`src/rtl/sample_iterator_pkg.sv`:
```
// Shared raster definitions for the sample iterator: FSM states,
// subsample-rate codes and the subsample step computation.
package sample_iterator_pkg;

   // Iterator state; WAIT_STATE is the only state that accepts a triangle.
   typedef enum logic {
      WAIT_STATE = 1'b0,
      TEST_STATE = 1'b1
   } state_t;

   // One-hot subsample rate codes (samples per pixel).
   localparam logic [3:0] SUB_1  = 4'b1000;
   localparam logic [3:0] SUB_4  = 4'b0100;
   localparam logic [3:0] SUB_16 = 4'b0010;
   localparam logic [3:0] SUB_64 = 4'b0001;

   // Distance between neighbouring subsamples in fixed point.
   // Unknown codes fall back to one sample per pixel.
   function automatic logic [31:0] step_size(input logic [3:0] code, input int unsigned radix);
      logic [31:0] one;
      one = 32'd1;
      case (code)
         SUB_1:   return one << radix;
         SUB_4:   return one << (radix - 1);
         SUB_16:  return one << (radix - 2);
         SUB_64:  return one << (radix - 3);
         default: return one << radix;
      endcase
   endfunction

endpackage

```
`src/rtl/sample_iterator_advance.sv`:
```
// Combinational row-major step through the bounding box. Sums are formed
// one bit wider than the operands so a step past the most positive
// coordinate compares as "beyond the box" instead of wrapping negative.
module sample_advance #(
   parameter int SIGFIG = 24
) (
   input  logic signed [SIGFIG-1:0] sample [2],
   input  logic signed [SIGFIG-1:0] ll_x,
   input  logic signed [SIGFIG-1:0] ur [2],
   input  logic        [SIGFIG-1:0] step,
   output logic signed [SIGFIG-1:0] next_sample [2],
   output logic                     row_wrap,
   output logic                     done
);

   logic signed [SIGFIG:0] sx, sy, ux, uy, st, nx, ny;

   // Choose between next column, first column of the next row, or end of box.
   always_comb begin
      sx = {sample[0][SIGFIG-1], sample[0]};
      sy = {sample[1][SIGFIG-1], sample[1]};
      ux = {ur[0][SIGFIG-1], ur[0]};
      uy = {ur[1][SIGFIG-1], ur[1]};
      st = {1'b0, step};
      nx = sx + st;
      ny = sy + st;
      next_sample[0] = sample[0];
      next_sample[1] = sample[1];
      row_wrap       = 1'b0;
      done           = 1'b0;
      if (nx <= ux) begin
         next_sample[0] = nx[SIGFIG-1:0];
      end else if (ny <= uy) begin
         next_sample[0] = ll_x;
         next_sample[1] = ny[SIGFIG-1:0];
         row_wrap       = 1'b1;
      end else begin
         done = 1'b1;
      end
   end

endmodule

```
`src/rtl/sample_iterator.sv`:
```
// Sample iterator: accepts a triangle and its subsample-aligned box, then
// emits every subsample location in row-major order, one per cycle.
//
// Handshake: upstream presents validTri_R13H with tri/color/box/rate and
// holds them stable while halt_RnnnnL=0. A triangle is taken in any cycle
// where halt_RnnnnL=1 and validTri_R13H=1 (an inverted box is consumed
// and dropped). Downstream has no backpressure: validSamp_R14H=1 marks
// sample_R14S as a real sample for exactly that cycle.
module sample_iterator
   import sample_iterator_pkg::*;
#(
   parameter int SIGFIG = 24,
   parameter int RADIX  = 10,
   parameter int VERTS  = 3,
   parameter int AXIS   = 3,
   parameter int COLORS = 3
) (
   input  logic                     clk,
   input  logic                     rst,
   input  logic signed [SIGFIG-1:0] tri_R13S [VERTS][AXIS],
   input  logic        [SIGFIG-1:0] color_R13U [COLORS],
   input  logic signed [SIGFIG-1:0] box_R13S [2][2],
   input  logic                     validTri_R13H,
   input  logic        [3:0]        subSample_RnnnnU,
   output logic                     halt_RnnnnL,
   output logic signed [SIGFIG-1:0] tri_R14S [VERTS][AXIS],
   output logic        [SIGFIG-1:0] color_R14U [COLORS],
   output logic signed [SIGFIG-1:0] sample_R14S [2],
   output logic                     validSamp_R14H
);

   state_t                  state, next_state;
   logic signed [SIGFIG-1:0] ll_x_q;
   logic signed [SIGFIG-1:0] ur_q [2];
   logic        [SIGFIG-1:0] step_q;
   logic                     box_ok, accept;
   logic signed [SIGFIG-1:0] adv_sample [2];
   logic                     adv_wrap, adv_done;

   assign box_ok      = (box_R13S[0][0] <= box_R13S[1][0]) &&
                        (box_R13S[0][1] <= box_R13S[1][1]);
   assign accept      = (state == WAIT_STATE) && validTri_R13H && box_ok;
   assign halt_RnnnnL = (state == WAIT_STATE);

   sample_advance #(.SIGFIG(SIGFIG)) u_advance (
      .sample      (sample_R14S),
      .ll_x        (ll_x_q),
      .ur          (ur_q),
      .step        (step_q),
      .next_sample (adv_sample),
      .row_wrap    (adv_wrap),
      .done        (adv_done)
   );

   // State register.
   always_ff @(posedge clk) begin
      if (rst) state <= WAIT_STATE;
      else     state <= next_state;
   end

   // Next state: enter TEST on a good triangle, leave when the box is exhausted.
   always_comb begin
      next_state = state;
      case (state)
         WAIT_STATE: if (accept)   next_state = TEST_STATE;
         TEST_STATE: if (adv_done) next_state = WAIT_STATE;
         default:                  next_state = WAIT_STATE;
      endcase
   end

   // Latch triangle data on acceptance and step the sample while iterating.
   always_ff @(posedge clk) begin
      if (rst) begin
         for (int v = 0; v < VERTS; v++)
            for (int a = 0; a < AXIS; a++)
               tri_R14S[v][a] <= '0;
         for (int c = 0; c < COLORS; c++)
            color_R14U[c] <= '0;
         sample_R14S[0] <= '0;
         sample_R14S[1] <= '0;
         ll_x_q         <= '0;
         ur_q[0]        <= '0;
         ur_q[1]        <= '0;
         step_q         <= '0;
         validSamp_R14H <= 1'b0;
      end else if (accept) begin
         tri_R14S       <= tri_R13S;
         color_R14U     <= color_R13U;
         sample_R14S[0] <= box_R13S[0][0];
         sample_R14S[1] <= box_R13S[0][1];
         ll_x_q         <= box_R13S[0][0];
         ur_q[0]        <= box_R13S[1][0];
         ur_q[1]        <= box_R13S[1][1];
         step_q         <= SIGFIG'(step_size(subSample_RnnnnU, RADIX));
         validSamp_R14H <= 1'b1;
      end else if (state == TEST_STATE) begin
         if (adv_done) begin
            validSamp_R14H <= 1'b0;
         end else begin
            // x moves every cycle; y only changes on a row wrap.
            sample_R14S[0] <= adv_sample[0];
            if (adv_wrap) sample_R14S[1] <= adv_sample[1];
         end
      end
   end

endmodule

```
`config.mk`:
```
export PLATFORM = sky130hd
export DESIGN_NAME = sample_iterator
export DESIGN_NICKNAME = d
export VERILOG_FILES = /design/src/rtl/sample_iterator_pkg.sv /design/src/rtl/sample_iterator_advance.sv /design/src/rtl/sample_iterator.sv
export SDC_FILE = /design/constraint.sdc
export NUM_CORES = 1
export LEC_CHECK = 0
export ABC_CLOCK_PERIOD_IN_PS = 11450
export BUFFER_PORTS_ARGS = -buffer_cell sky130_fd_sc_hd__buf_2
export CAP_MARGIN = 0
export CORE_AREA = 8 8 281 283
export DETAILED_ROUTE_END_ITERATION = 6
export DIE_AREA = 0 0 289 291
export GPL_ROUTABILITY_DRIVEN = 0
export HOLD_SLACK_MARGIN = 0.03
export PLACE_DENSITY = 0.58
export SYNTH_ARGS = -nofsm -noshare
export SYNTH_HDL_FRONTEND = slang
export SYNTH_SLANG_ARGS = --single-unit
```
`constraint.sdc`:
```
create_clock -name clk -period 11.45 [get_ports clk]
set_input_delay 1.145 -clock clk [delete_from_list [all_inputs] [get_ports clk]]
set_output_delay 1.145 -clock clk [all_outputs]
set_load 0.02 [all_outputs]
```
==> metrics.md, run 1 <==
| Metric | Value |
|---|---|
| Endpoints failing hold | 0 |
| DRT iter0 DRCs | 984 |
| TritonCTS sink count | 414 |
| Site row count | 101 |
| Post-cts gate resize count | 0 |
| Initial antenna violation count | 25 |
| Fmax | 189 MHz |
| Clock Path Buffers | 3 |
| Status | complete, no violations |
| Avg WL per Cell | 17.6 um |
| Hold Buf Count CTS | 0 |
| Final ANT Viol Nets | 0 |
| Clock transition at the registers of the reported paths | 60 ps |
| Critical Path RT | 11920 ps |
| Max cap viols | 0 |
| Die width | 289 um |
| Reg2Reg Setup Slack | 6290 ps |
| Via density | 4.48 |
| Worst Tran Pin Value | 1370 ps |
| Mean area per synthesized cell | 7.81 sq um |
| Placed cells | 3894 |
| Total Negative Setup Slacks | 0 ps |
| Layout Nets | 3466 |
| Clock Skews | 18.5 ps |
| Root Buffer | clkbuf_16 |
| Routed wire length | 70400 um |
| Post-Route Utilization | 32.4% |
| HPWL after DPL | 52800 um |
| Post-CTS Setup Inserts | 0 |
| Cts bufs inserted | 49 |
| PortBufs | 728 |
| CP Data Arrival Time | 5760 ps |
| Clock latency at the later pin of the worst-skew pair | 590 ps |
| Area Growth Syn to Fin | 33.7% |
| Commonest non-fill, non-tap cell in the layout | nand2_1 |
| VDD IR max | 0.115 mV |
| Slowest cell delay on critical path | 920 ps |
| Main synth FF type | dfxtp_1 |
| Commonest cells after routing, fill and taps aside | nand2_1, buf_2, a21oi_1, dfxtp_1, inv_1 |
| Critical path, cell by cell | buf_2 > inv_1 > ha_1 > and4_1 > and4_1 > nand2_1 > nor3_1 > o211a_4 > buf_4 > nor3_1 > a2111oi_2 |
| Hold crit path type | reg2reg |
| Period minus WS final | 5290 ps |
| H-tree Lvls | 2 |
| Pwr Density | 183 nW/um^2 |
| Slowest stage cell, crit path | o211a_4 |
| FF+latch count, synth | 414 |
| Crit path launch type | input pin |
| Pleak | 10.7 nW |
| CP Capture Type | register |
| Placeable Area | 74800 sq um |
| Synth Warn # | 0 |
| First-pass GRT wire length | 105000 um |
| Final setup violating endpoints | 0 |
| Die height | 291 um |
| Layout cells sized above 1 | 28.3% |
| CTS tree | done |
| Mapped Cells | 2323 |
| Net Count, Synth | 2822 |
| Register area share after synthesis | 45.7% |
| Vias in the first global route | 17400 |
| Tot GR Track Use | 15.8% |
| Post-synth EDFFs | 0 |
| CP max FO | 77 |
| Die footprint | 84100 sq um |
| Drt first pass iters | 5 |
| GR Overflow Total | 0 |
| Synth Cell Area | 18100 sq um |
| Worst slew margin | 8.77% |
| Critical path class | in2reg |
| Largest net degree at the start of global routing | 217 |
| Fin crit share | 46.2% |
| Synth cell types | 65 |
| Number of top-level pins | 729 |
| Unrepaired setup endpoints after global routing | false |
| FFs w/ async S/R, synth | 0% |
| Initial core utilization | 24.2% |
| Post-route DRC | 0 |
| Finished Layout Cells | 3995 |
| Routed vias | 17900 |
| Max Slew Vio Count | 0 |
| Power, Total | 4.44 mW |
-- power breakdown --
group	internal [mW]	switching (mW)	leakage, nW
sequential	1.56	0.0839	3.37
clock	1.05	0.648	0.853
combinational	0.388	0.707	6.51
total	3.00	1.44	10.7
-- logic make-up (layout without fill, tap and decap cells) --
logic type | Yosys count | in the layout | share of synthesized area, %
other cells | 0 | 9 | 0
simple gates | 960 | 960 | 21.4
xor+xnor | 32 | 32 | 1.55
compound gates | 527 | 527 | 16.6
mux | 18 | 18 | 1.05
flops | 414 | 414 | 45.7
buf+inv | 264 | 949 | 6.13
fa+ha+maj | 108 | 108 | 7.53
-- Yosys cell counts (5+ instances only) --
| cell type | number | area [sq um] |
|---|---|---|
| nand4_1 | 18 | 113 |
| nor2b_1 | 8 | 50.1 |
| a2111oi_2 | 13 | 195 |
| ha_1 | 106 | 1330 |
| nand3b_1 | 7 | 52.6 |
| a31oi_1 | 12 | 75.1 |
| nor3_1 | 23 | 115 |
| nand3_1 | 25 | 125 |
| xor2_1 | 16 | 140 |
| nor2_1 | 54 | 203 |
| inv_1 | 119 | 447 |
| and4_1 | 5 | 43.8 |
| a311oi_1 | 12 | 105 |
| a21oi_1 | 416 | 2080 |
| a211oi_1 | 6 | 45.0 |
| a21o_1 | 7 | 52.6 |
| o21ai_0 | 25 | 125 |
| buf_2 | 76 | 380 |
| nand2_1 | 796 | 2990 |
| or3_1 | 8 | 50.1 |
| buf_4 | 5 | 37.5 |
| xnor2_1 | 16 | 140 |
| mux2i_1 | 13 | 130 |
| clkbuf_1 | 59 | 221 |
| dfxtp_1 | 414 | 8290 |
-- registers in the layout, indices dropped and copies added, names as in the netlist --
register / cells
tri_R14S: 216
color_R14U: 72
sample_R14S: 48
ur_q: 48
ll_x_q: 24
step_q: 4
state: 1
validSamp_R14H: 1
-- through the flow --
step | setup slack, ps | hold slack (ps) | cell area, sq um
final | 6160 | 448 | 24300
after global routing | 5780 | 465 | 24200
after CTS | 6080 | 450 | 24200
after detailed placement | 5490 | 443 | 22500
after global placement | 5420 | 439 | 22500
after floorplan | 6970 | 433 | 18100
-- worst max-delay path: cells and delay by family --
family	cells	cell delay (ps)
adders and majority gates	1	480
and+or+nand+nor	5	1950
buffers and inverters	3	820
AOI/OAI and AO/OA	2	1280
-- area by class of cell --
class                   count  area [sq um]
clock inverters            23           374
clock buffers              69          1380
flip-flops and latches    414          8290
inverters                 119           447
fillers                  8143         50600
multi-input cells        1645          8750
diodes                      9          22.5
well taps                 978          1220
repair buffers            738          3770
-- per-layer routing --
| metal | routed length, um | vias up | global-route usage [%] | share of wire (%) |
|---|---|---|---|---|
| met3 | 5100 | 115 | 4.00 | 7.2 |
| li1 | - | 8982 | - | - |
| met2 | 34700 | 575 | 27.8 | 49 |
| met5 | 52 | - | 0 | 0.074 |
| met1 | 28800 | 8201 | 18.8 | 41 |
| met4 | 1760 | 8 | 4.36 | 2.5 |
-- path summary, 6_finish.rpt --
path	from	endpoint	cells past startpoint
setup / recovery	box_R13S[23]	sample_R14S[42]	11
hold reg to reg	tri_R14S[6]	tri_R14S[6]	2
hold / removal	tri_R14S[6]	tri_R14S[6]	2
setup reg to reg	sample_R14S[7]	sample_R14S[45]	19
Power figures use the tool's default switching activity.
==> inputs of run 2 (changes only) <==
Settings changed: ABC_CLOCK_PERIOD_IN_PS 11450 to 4300, PLACE_DENSITY 0.58 to 0.6.
Clock period 11.45 ns to 4.3 ns, I/O delays scaled along.
==> run 2 against run 1 <==
  * Cell area increased by 3.2%
  * Global-route usage is 0.34 points higher
  * Critical path depth grew 9
  * Register-to-register slack worse by 6200 ps
  * Clock skew is 7.0 ps lower
  * Worst setup slack worse by 6100 ps
  * Combinational power increased to 3.1 times the previous value
  * Sequential share of layout area down 1.0 points
  * Non-clock buffer count increased by 59
  * Final cell count rose by 1.3%
  * Core utilization is 1.0 points higher
  * Die area did not move
  * Critical path type is now reg2reg
==> metrics.md, run 2 (synthesized netlist as in run 1, its figures left out) <==
| Metric | Value |
|---|---|
| Area Growth Syn to Fin | 38.0% |
| Worst slew margin | 45.1% |
| Clock transition at the registers of the reported paths | 60 ps |
| Post-route DRC | 0 |
| Max Slew Vio Count | 0 |
| Commonest non-fill, non-tap cell in the layout | nand2_1 |
| Pwr Density | 476 nW/um^2 |
| TritonCTS sink count | 414 |
| Critical Path RT | 4740 ps |
| PortBufs | 728 |
| Fmax | 236 MHz |
| VDD IR max | 0.371 mV |
| Max reg flops | 216 |
| Drt first pass iters | 5 |
| Layout Nets | 3527 |
| Largest net degree at the start of global routing | 119 |
| Footprint of the multi-input gates | 9010 sq um |
| Clock latency at the later pin of the worst-skew pair | 580 ps |
| Initial antenna violation count | 23 |
| Root Buffer | clkbuf_16 |
| First-pass GRT wire length | 107000 um |
| Critical path class | reg2reg |
| Clock Path Buffers | 3 |
| Die footprint | 84100 sq um |
| Status | complete, no violations |
| Routed vias | 18200 |
| CP Capture Type | register |
| Endpoints failing hold | 0 |
| Number of top-level pins | 729 |
| Avg WL per Cell | 17.9 um |
| Routed wire length | 72400 um |
| Layout cells sized above 1 | 30.8% |
| Slowest cell delay on critical path | 370 ps |
| Finished Layout Cells | 4047 |
| DP Worst Slack | 17.0 ps |
| CTS tree | done |
| Final ANT Viol Nets | 0 |
| Crit path launch type | register |
| Placed cells | 3947 |
| Die height | 291 um |
| GR Overflow Total | 0 |
| Top delay family on crit path | simple AND/OR/NAND/NOR gates |
| # fillers | 8020 |
| Vias in the first global route | 17600 |
| PnR worst setup slack | 53.7 ps |
| Tot GR Track Use | 16.1% |
| Worst Tran Pin Value | 823 ps |
| CP max FO | 18 |
| Largest regs | tri_R14S (216), color_R14U (72) |
| Die width | 289 um |
| Post-Route Utilization | 33.5% |
| Commonest cells after routing, fill and taps aside | nand2_1, buf_2, a21oi_1, dfxtp_1, inv_1 |
| Pleak | 11.1 nW |
| HPWL after DPL | 55900 um |
| Via density | 4.50 |
| CP Data Arrival Time | 4680 ps |
| Largest Register | tri_R14S |
| Reg area | 8290 sq um |
| Max cap viols | 0 |
| Clock Skews | 11.5 ps |
| Site row count | 101 |
| DRT iter0 DRCs | 1093 |
| H-tree Lvls | 2 |
| Period minus WS final | 4250 ps |
| Slowest stage cell, crit path | mux2_4 |
| WP buf/inv | 2 |
| Fin crit share | 98.8% |
| Cts bufs inserted | 48 |
| Placeable Area | 74800 sq um |
| Unrepaired setup endpoints after global routing | true |
| Hold crit path type | in2reg |
| Final setup violating endpoints | 0 |
| Initial core utilization | 24.2% |
| Critical path, cell by cell | ha_4 > inv_2 > fa_2 > nor2b_2 > o21ai_2 > a2111oi_4 > nand3_2 > nor2_4 > and3_4 > xor2_1 > ha_1 > nand4_1 > nor2_1 > o2bb2ai_2 > a211oi_2 > mux2_4 > o21a_2 > buf_12 > nor3_1 > a2111oi_2 |
[run 2: power by group]
part / internal, mW / leakage, nW / switching, mW / total [mW]
clock: 2.49 / 0.790 / 1.70 / 4.18
sequential: 4.16 / 3.37 / 0.227 / 4.39
combinational: 1.29 / 6.92 / 2.04 / 3.33
[run 2: worst reg2reg max path: stages (launching register included)]
cell,delay (ps)
dfxtp_2,350
ha_4,140
inv_2,30
fa_2,350
nor2b_2,130
o21ai_2,80
a2111oi_4,340
nand3_2,150
nor2_4,140
and3_4,200
xor2_1,160
ha_1,260
nand4_1,230
nor2_1,90
o2bb2ai_2,130
a211oi_2,230
mux2_4,370
o21a_2,270
buf_12,170
nor3_1,200
a2111oi_2,80
[run 2: worst paths after layout]
path | from | endpoint | slack (ps) | depth (start not counted)
setup / recovery | sample_R14S[7] | sample_R14S[40] | 50 | 20
hold / removal | tri_R13S[62] | tri_R14S[62] | 80 | 3
setup reg to reg | sample_R14S[7] | sample_R14S[40] | 50 | 20
hold reg to reg | color_R14U[51] | color_R14U[51] | 450 | 2
[run 2: metal layers]
metal	vias to the layer above	wire length [um]	track usage, %
met1	8364	29700	19.6
met5	-	92	0
met3	148	5560	4.25
li1	9097	-	-
met2	602	34600	27.5
met4	14	2440	5.01
[run 2: repair_timing]
action | 4_1_cts | 5_1_grt
hold buffers | 0 | 0
gates resized for setup | 6 | 41
setup endpoints to repair | 3 | 42
cloned | 0 | 3
setup buffers | 0 | 6
pin swaps | 4 | 23
[run 2: per-stage QoR]
stage	power [mW]	cell area (sq um)	TNS [ps]	hold slack, ps
finish	11.9	25000	0	83.7
global route	12.5	25000	-3740	52.9
CTS	11.9	24700	0	31.0
detailed placement	7.61	23100	0	443
global placement	7.58	23100	0	438
floorplan	6.38	18100	0	433
[run 2: cell type report]
| cell class | instances | share of cell area, % |
|---|---|---|
| well taps | 978 | 4.89 |
| inverters | 119 | 1.78 |
| clock inverters | 19 | 0.860 |
| diodes | 4 | 0.0400 |
| flip-flops and latches | 414 | 33.1 |
| multi-input cells | 1648 | 36.0 |
| repair buffers | 797 | 17.8 |
| clock buffers | 68 | 5.54 |
